--- src/rtl/sha256_pkg.sv ---
// rtl/sha256_pkg.sv - shared constants and state type for the SHA-256 message padder
package sha256_pkg;

  localparam int BLK_BYTES       = 64;
  localparam int BLK_BITS        = 512;
  localparam int LEN_FIELD_BYTES = 8;
  localparam int LEN_OFFSET      = 56;

  localparam logic [7:0] PAD_BYTE = 8'h80;

  typedef enum logic [1:0] {
    ACCUM,
    FULL,
    PAD1,
    PAD2
  } pad_state_t;

endpackage

--- src/rtl/sha256_blk_buf.sv ---
// rtl/sha256_blk_buf.sv - 64-byte block buffer with byte-offset beat writes
//
// Purpose: holds the message bytes of the block being assembled. A beat of up
// to IN_BYTES bytes is written starting at byte offset off_i; byte 0 of the
// buffer is data_o[511:504]. Bytes that would land past byte 63 are dropped.
//
// Ports:
//   clk, rst_n : clock, asynchronous active-low reset (clears the buffer)
//   clr_i      : synchronous clear (wins over a write)
//   we_i       : write enable for the current beat
//   off_i      : byte offset of the first beat byte (0..64)
//   cnt_i      : number of leading beat bytes to write (<= IN_BYTES)
//   data_i     : beat bytes, byte 0 in the top lane
//   data_o     : 512-bit buffer contents
module sha256_blk_buf
  import sha256_pkg::*;
#(
  parameter int IN_BYTES = 4
) (
  input  logic                           clk,
  input  logic                           rst_n,
  input  logic                           clr_i,
  input  logic                           we_i,
  input  logic [6:0]                     off_i,
  input  logic [$clog2(IN_BYTES+1)-1:0]  cnt_i,
  input  logic [IN_BYTES*8-1:0]          data_i,
  output logic [BLK_BITS-1:0]            data_o
);

  localparam int SHL = BLK_BITS - IN_BYTES * 8;

  logic [BLK_BITS-1:0]   mem_q;
  logic [IN_BYTES*8-1:0] lane_m;
  logic [BLK_BITS-1:0]   wr_data;
  logic [BLK_BITS-1:0]   wr_mask;

  // Beat is aligned to byte 0 of the block, then shifted down to the fill
  // offset; anything shifted past byte 63 simply falls off the end.
  assign lane_m  = ~({(IN_BYTES*8){1'b1}} >> {cnt_i, 3'b000});
  assign wr_data = (BLK_BITS'(data_i) << SHL) >> {off_i, 3'b000};
  assign wr_mask = (BLK_BITS'(lane_m) << SHL) >> {off_i, 3'b000};

  always_ff @(posedge clk or negedge rst_n) begin
    if (!rst_n) begin
      mem_q <= '0;
    end else if (clr_i) begin
      mem_q <= '0;
    end else if (we_i) begin
      mem_q <= (mem_q & ~wr_mask) | (wr_data & wr_mask);
    end
  end

  assign data_o = mem_q;

endmodule

--- src/rtl/sha256_msg_padder.sv ---
// rtl/sha256_msg_padder.sv - streaming SHA-256 message padder producing 512-bit blocks
//
// Purpose: accepts a byte stream in IN_BYTES-wide beats and emits padded
// 512-bit blocks (0x80 terminator, zero fill, 64-bit big-endian bit length).
// Optional macro SHA256_PADDER_STATS_EN adds blk_idx / msg_cnt outputs.
//
// Ports:
//   clk, rst_n     : clock, asynchronous active-low reset
//   data_in        : beat bytes, byte 0 in data_in[IN_BYTES*8-1 -: 8]
//   byte_valid     : number of valid leading bytes in the beat
//   data_valid     : beat present
//   msg_last       : beat closes the message
//   data_ready     : padder can take a beat
//   blk_out        : padded block, byte 0 in blk_out[511:504]
//   blk_valid      : blk_out valid
//   blk_ready      : core takes the block
//   blk_first      : block is the first of its message
//   blk_last       : block is the last of its message
//   proto_err      : sticky protocol-violation flag
//   blk_idx        : (stats) block index within the message
//   msg_cnt        : (stats) count of completed messages
module sha256_msg_padder
  import sha256_pkg::*;
#(
  parameter int IN_BYTES = 4,
  parameter int LEN_W    = 64
) (
  input  logic                           clk,
  input  logic                           rst_n,
  input  logic [IN_BYTES*8-1:0]          data_in,
  input  logic [$clog2(IN_BYTES+1)-1:0]  byte_valid,
  input  logic                           data_valid,
  input  logic                           msg_last,
  output logic                           data_ready,
  output logic [BLK_BITS-1:0]            blk_out,
  output logic                           blk_valid,
  input  logic                           blk_ready,
  output logic                           blk_first,
  output logic                           blk_last,
  output logic                           proto_err
`ifdef SHA256_PADDER_STATS_EN
  ,
  output logic [15:0]                    blk_idx,
  output logic [31:0]                    msg_cnt
`endif
);

  localparam int BV_W = $clog2(IN_BYTES + 1);

  pad_state_t                 state_q, state_d;
  logic [6:0]                 fill_q, fill_d;
  logic [LEN_W-1:0]           len_q, len_d;
  logic                       pad_pend_q, pad_pend_d;
  logic                       first_q, first_d;
  logic                       err_q, err_d;
  logic                       rdy_q;
  logic [BV_W-1:0]            bv_eff;
  logic [7:0]                 new_fill;
  logic                       accept, xfer, buf_clr;
  logic [BLK_BITS-1:0]        buf_data;
  logic [LEN_FIELD_BYTES*8-1:0] len64;

  // rdy_q keeps data_ready low until the first clock after reset release.
  assign data_ready = (state_q == ACCUM) && rdy_q;
  assign accept     = data_valid && data_ready;
  assign xfer       = blk_valid && blk_ready;
  assign bv_eff     = (byte_valid > BV_W'(IN_BYTES)) ? BV_W'(IN_BYTES) : byte_valid;
  assign new_fill   = {1'b0, fill_q} + 8'(bv_eff);
  assign len64      = (LEN_FIELD_BYTES*8)'(len_q);
  assign proto_err  = err_q;

  sha256_blk_buf #(.IN_BYTES(IN_BYTES)) u_buf (
    .clk    (clk),
    .rst_n  (rst_n),
    .clr_i  (buf_clr),
    .we_i   (accept),
    .off_i  (fill_q),
    .cnt_i  (bv_eff),
    .data_i (data_in),
    .data_o (buf_data)
  );

  always_ff @(posedge clk or negedge rst_n) begin
    if (!rst_n) begin
      state_q    <= ACCUM;
      fill_q     <= '0;
      len_q      <= '0;
      pad_pend_q <= 1'b0;
      first_q    <= 1'b1;
      err_q      <= 1'b0;
      rdy_q      <= 1'b0;
    end else begin
      state_q    <= state_d;
      fill_q     <= fill_d;
      len_q      <= len_d;
      pad_pend_q <= pad_pend_d;
      first_q    <= first_d;
      err_q      <= err_d;
      rdy_q      <= 1'b1;
    end
  end

  always_comb begin
    state_d    = state_q;
    fill_d     = fill_q;
    len_d      = len_q;
    pad_pend_d = pad_pend_q;
    first_d    = first_q;
    err_d      = err_q;
    buf_clr    = 1'b0;
    case (state_q)
      ACCUM: begin
        if (accept) begin
          len_d = len_q + (LEN_W'(bv_eff) << 3);
          if ((byte_valid > BV_W'(IN_BYTES)) ||
              (!msg_last && (byte_valid != '0) && (byte_valid < BV_W'(IN_BYTES))))
            err_d = 1'b1;
          // A misaligned short beat can push fill past 64; the excess is dropped.
          fill_d = (new_fill >= 8'(BLK_BYTES)) ? 7'(BLK_BYTES) : new_fill[6:0];
          if (new_fill >= 8'(BLK_BYTES)) begin
            state_d    = FULL;
            pad_pend_d = msg_last;
          end else if (msg_last) begin
            state_d = PAD1;
          end
        end
      end
      FULL: begin
        if (xfer) begin
          first_d = 1'b0;
          fill_d  = '0;
          if (pad_pend_q) begin
            state_d = PAD1;
          end else begin
            state_d = ACCUM;
            buf_clr = 1'b1;
          end
        end
      end
      PAD1: begin
        if (xfer) begin
          first_d = 1'b0;
          if (fill_q < 7'(LEN_OFFSET)) begin
            state_d = ACCUM;
            fill_d  = '0;
            len_d   = '0;
            first_d = 1'b1;
            buf_clr = 1'b1;
          end else begin
            state_d = PAD2;
          end
        end
      end
      PAD2: begin
        if (xfer) begin
          state_d = ACCUM;
          fill_d  = '0;
          len_d   = '0;
          first_d = 1'b1;
          buf_clr = 1'b1;
        end
      end
      default: state_d = ACCUM;
    endcase
  end

  // Block contents are a pure function of registered state, so they hold
  // steady for as long as the core stalls.
  always_comb begin
    blk_valid = (state_q != ACCUM);
    blk_last  = 1'b0;
    blk_out   = '0;
    case (state_q)
      FULL: blk_out = buf_data;
      PAD1: begin
        blk_out = (buf_data & ~({BLK_BITS{1'b1}} >> {fill_q, 3'b000})) |
                  ({PAD_BYTE, {(BLK_BITS-8){1'b0}}} >> {fill_q, 3'b000});
        if (fill_q < 7'(LEN_OFFSET)) begin
          blk_last                        = 1'b1;
          blk_out[LEN_FIELD_BYTES*8-1:0] = len64;
        end
      end
      PAD2: begin
        blk_last                        = 1'b1;
        blk_out[LEN_FIELD_BYTES*8-1:0] = len64;
      end
      default: ;
    endcase
    blk_first = blk_valid && first_q;
  end

`ifdef SHA256_PADDER_STATS_EN
  logic [15:0] blk_idx_q;
  logic [31:0] msg_cnt_q;

  always_ff @(posedge clk or negedge rst_n) begin
    if (!rst_n) begin
      blk_idx_q <= '0;
      msg_cnt_q <= '0;
    end else if (xfer) begin
      if (blk_last) begin
        blk_idx_q <= '0;
        msg_cnt_q <= msg_cnt_q + 32'd1;
      end else begin
        blk_idx_q <= blk_idx_q + 16'd1;
      end
    end
  end

  assign blk_idx = blk_idx_q;
  assign msg_cnt = msg_cnt_q;
`endif

endmodule

--- config.mk ---
export PLATFORM = sky130hd
export DESIGN_NAME = sha256_msg_padder
export DESIGN_NICKNAME = d
export VERILOG_FILES = /design/src/rtl/sha256_pkg.sv /design/src/rtl/sha256_blk_buf.sv /design/src/rtl/sha256_msg_padder.sv
export SDC_FILE = /design/constraint.sdc
export NUM_CORES = 2
export LEC_CHECK = 0
export CORE_UTILIZATION = 55
export CTS_CLUSTER_SIZE = 16
export DETAILED_ROUTE_END_ITERATION = 7
export PLACE_DENSITY = 0.85
export SYNTH_ARGS = -nofsm -noshare
export SYNTH_HDL_FRONTEND = slang
export SYNTH_SLANG_ARGS = --single-unit
export TNS_END_PERCENT = 30
--- constraint.sdc ---
create_clock -name clk -period 5.4 [get_ports clk]
set_input_delay 1.62 -clock clk [delete_from_list [all_inputs] [get_ports clk]]
set_output_delay 1.62 -clock clk [all_outputs]
set_load 0.01 [all_outputs]
==> impl_metrics.py <==
metrics = {
    "drt": {
        "num_vias": 34499,
        "drc": 1,
        "wl_per_cell_um": 30.1,
        "drt_wl_total_um": 151000,
        "drtIter0Drc": 5421,
        "routed_via_density": 6.88,
        "drt_pre_antenna_iters": 8,
        "antenna_left": 0,
    },
    "critical_path": {
        "rr_startpoint": "state_q[0]$_DFFE_PN0P_",
        "required_ns": 3.78,
        "worstSetupStartpointType": "register",
        "path_class": "register to output port",
        "cp_max_fo": 11,
        "cp.arrival_ns": 3.85,
        "rr_worst_depth": 8,
        "reg2reg_slack_ns": 1.34,
        "reg2reg_to": "u_buf.data_o[377]$_DFFE_PN0P_",
        "end_kind": "output port",
    },
    "clock_network": {
        "cts.clk_slew.worst_paths_ns": 0.07,
        "numCtsBuffers": 61,
        "clockBufferDepth": 3,
        "clk_latency_ns": 0.67,
        "cts_root_buf": "clkbuf_16",
        "cts_max_level": 2,
        "cts_sinks": 586,
        "ctsHoldBuffers": 0,
        "cts_tree": "built",
    },
    "power_and_ir_drop": {
        "peakVddDrop_mv": 0.270,
        "p_per_area_nw_per_um2": 417,
        "leakagePower_nw": 17.8,
    },
    "status": {
        "violations": "DRC, setup timing",
        "status": "finished, violations left",
    },
    "sta": {
        "fmax_mhz": 183,
        "worst_pin_slew_ns": 1.31,
        "setup_viol": 8,
        "hold_violations": 0,
        "fin_skew_ns": 0.0253,
        "slew_headroom_pct": 12.5,
        "finalHoldWorstSlack_ns": 0.514,
        "rsz0062_at_grt": "true",
        "fin_crit_sh_pct": 101,
        "fin_ws_ns": -0.0672,
        "slew_viol_final": 0,
        "period_minus_slack_ns": 5.47,
    },
    "min_path": {
        "hold_depth": 2,
        "min_from": "u_buf.data_o[483]$_DFFE_PN0P_",
        "min_to": "u_buf.data_o[483]$_DFFE_PN0P_",
        "hold_path_class": "register to register",
    },
    "grt": {
        "grt_usage_pct": 47.4,
        "grt_pass1_vias": 32818,
        "grt-ovfl-total": 0,
        "grt_max_degree": 145,
        "grt_pass1_wl_um": 219000,
        "antenna_found_initial": 15,
    },
    "placement": {
        "dpl.cell_count": 4886,
        "gp_congestion": 1.08,
        "port_buffers": 556,
        "post-place-ws_ns": 0.340,
        "post-dp-hpwl_um": 107000,
    },
    "logic_synthesis": {
        "syn_area_um2": 33600,
        "synthAdderAreaFrac_pct": 0.466,
        "synth_area_per_cell_um2": 9.20,
        "yosys.cell_types.count": 108,
        "ys_async_sr_fraction_pct": 100,
        "ys_seq_area_share_pct": 43.7,
        "syn_nets": 3699,
        "synth_seq_cells": 586,
        "synthSimpleGateAreaFrac_pct": 24.0,
        "synth_ff_type": "dfrtp_1",
        "synth-compound-area-share_pct": 19.4,
        "synthMuxAreaShare_pct": 7.83,
        "yosys_warnings": 0,
        "synth_top_family_by_area": "simple AND/OR/NAND/NOR gates",
        "synth_edf_count": 0,
        "synth_xor_area_share_pct": 0.104,
        "synthCells": 3649,
    },
    "job": {
        "drv_cap": 0,
    },
    "layout": {
        "final_nets": 4217,
        "fill_cells": 4584,
        "drive_gt1_share_pct": 12.1,
        "synthToLayoutAreaGrowth_pct": 27.2,
        "final-instance-count-excl-fill": 5012,
    },
    "die": {
        "core_region_area_um2": 60400,
        "fp.dieArea_um2": 62000,
        "die_y_um": 249,
        "rows": 90,
        "ioPinCount": 557,
        "start_util_pct": 55.6,
        "dieWidth_um": 249,
    },
}
[timing repair]
| action | 4_1_cts | 5_1_grt |
|---|---|---|
| setup buffers | 0 | 0 |
| hold endpoints to repair | 0 | 0 |
| gates resized for setup | 10 | 18 |
| setup endpoints to repair | 45 | 141 |
[sequential cells by signal, summed over array words and instances (netlist names)]
register      cells
proto_err         1
u_buf.data_o    512
fill_q            7
state_q           2
rdy_q             1
pad_pend_q        1
first_q           1
len64            61
[logic make-up after synthesis]
group | count (synthesis)
compound gates | 884
other cells | 1
simple gates | 1561
mux | 257
flops | 586
fa+ha+maj | 13
xor+xnor | 4
buf+inv | 343
[cells in the mapped netlist, types with 11 or more instances]
library cell | n | area (µm²)
and2_1 | 290 | 1810
nor2b_1 | 121 | 757
dfrtp_1 | 585 | 14600
inv_1 | 54 | 203
clkbuf_1 | 126 | 473
o221ai_1 | 16 | 140
nor3_1 | 149 | 746
nor2_1 | 418 | 1570
o221a_2 | 65 | 732
buf_4 | 12 | 90.1
or3_1 | 37 | 231
o22ai_1 | 11 | 68.8
buf_1 | 20 | 75.1
or4_1 | 35 | 263
nand2_1 | 257 | 965
a211oi_1 | 123 | 923
and3_1 | 22 | 138
or2_2 | 12 | 75.1
buf_2 | 122 | 611
nand2b_1 | 26 | 163
o2bb2ai_1 | 21 | 184
o22a_1 | 11 | 96.3
o31ai_1 | 29 | 218
nand4_1 | 33 | 206
a21oi_1 | 238 | 1190
a22o_1 | 19 | 166
a22oi_1 | 72 | 541
a31oi_1 | 26 | 163
o21ai_0 | 83 | 415
mux2i_1 | 222 | 2220
a32o_1 | 21 | 210
nand3_1 | 81 | 405
mux2_2 | 34 | 383
[per-stage QoR]
step	area, µm²	utilization, %	setup TNS, ns	total power, mW
floorplan	33600	-	0	9.65
finish	42700	70.7	-0.320	17.8
global route	42700	70.7	-0.159	18.1
CTS	42600	70.6	0	17.3
detailed placement	40400	66.9	0	12.6
global placement	40400	66.9	0	12.5
[placed cells by master (no fill, tap or decap), types with 26 or more instances in the layout]
master | synthesis | final
nand4_1 | 33 | 33
nand2b_1 | 26 | 26
clkbuf_16 | 0 | 61
nor2_1 | 418 | 415
nor2b_1 | 121 | 120
nand3_1 | 81 | 81
dfrtp_1 | 585 | 581
or4_1 | 35 | 35
inv_1 | 54 | 54
or3_1 | 37 | 37
nor3_1 | 149 | 148
o221a_2 | 65 | 64
o31ai_1 | 29 | 27
a211oi_1 | 123 | 123
o21ai_0 | 83 | 81
a21oi_1 | 238 | 233
a31oi_1 | 26 | 26
clkdlybuf4s50_1 | 0 | 555
nand2_1 | 257 | 255
buf_4 | 12 | 177
and2_1 | 290 | 288
mux2i_1 | 222 | 222
a22oi_1 | 72 | 72
mux2_2 | 34 | 34
[power breakdown]
| part | switching (mW) | internal (mW) | total [mW] |
|---|---|---|---|
| combinational | 5.30 | 2.08 | 7.38 |
| clock | 1.93 | 2.73 | 4.66 |
| sequential | 0.572 | 5.17 | 5.74 |
[cell type report]
cell class / instances / area (µm²) / area share [%]
clock inverter: 34 / 470 / 1.10
timing repair buffer: 741 / 7060 / 16.5
clock buffer: 82 / 1730 / 4.04
antenna: 10 / 25.0 / 0.0586
inverter: 57 / 214 / 0.501
multi-input combinational: 2720 / 17500 / 41.1
sequential: 586 / 14700 / 34.4
tap: 782 / 978 / 2.29
[worst max-delay path by stage]
stage,end,slack (ns),cells past startpoint,from
final,blk_out[311],-0.07,9,state_q[1]$_DFFE_PN0P_
after global placement,blk_out[287],0.41,5,fill_q[2]$_DFFE_PN0P_
after detailed placement,blk_out[287],0.34,5,fill_q[2]$_DFFE_PN0P_
after global routing,blk_out[319],-0.05,9,state_q[1]$_DFFE_PN0P_
after CTS,blk_out[271],0.005,10,state_q[0]$_DFFE_PN0P_
after floorplan,fill_q[4]$_DFFE_PN0P_,1.60,10,byte_valid[2]
[critical path, cell delays in order, from the launching register on]
cell and delay, ns:
dfrtp_1 0.42, inv_1 0.10, ha_1 0.41, buf_4 0.25, nor2_1 0.14, a21oi_2 0.53, a21boi_0 0.27, buf_4 0.21
a32o_1 0.27, clkdlybuf4s50_1 0.58
[metal layers]
metal	vias up	track usage, %	part of all wire (%)	wire (µm)
li1	14217	-	-	-
met1	16673	59.0	35	53000
met2	2881	68.4	42	63600
met3	714	17.2	14	21500
met4	14	33.4	8.5	12900
met5	-	0	0.062	94
Power figures use the tool's default switching activity.
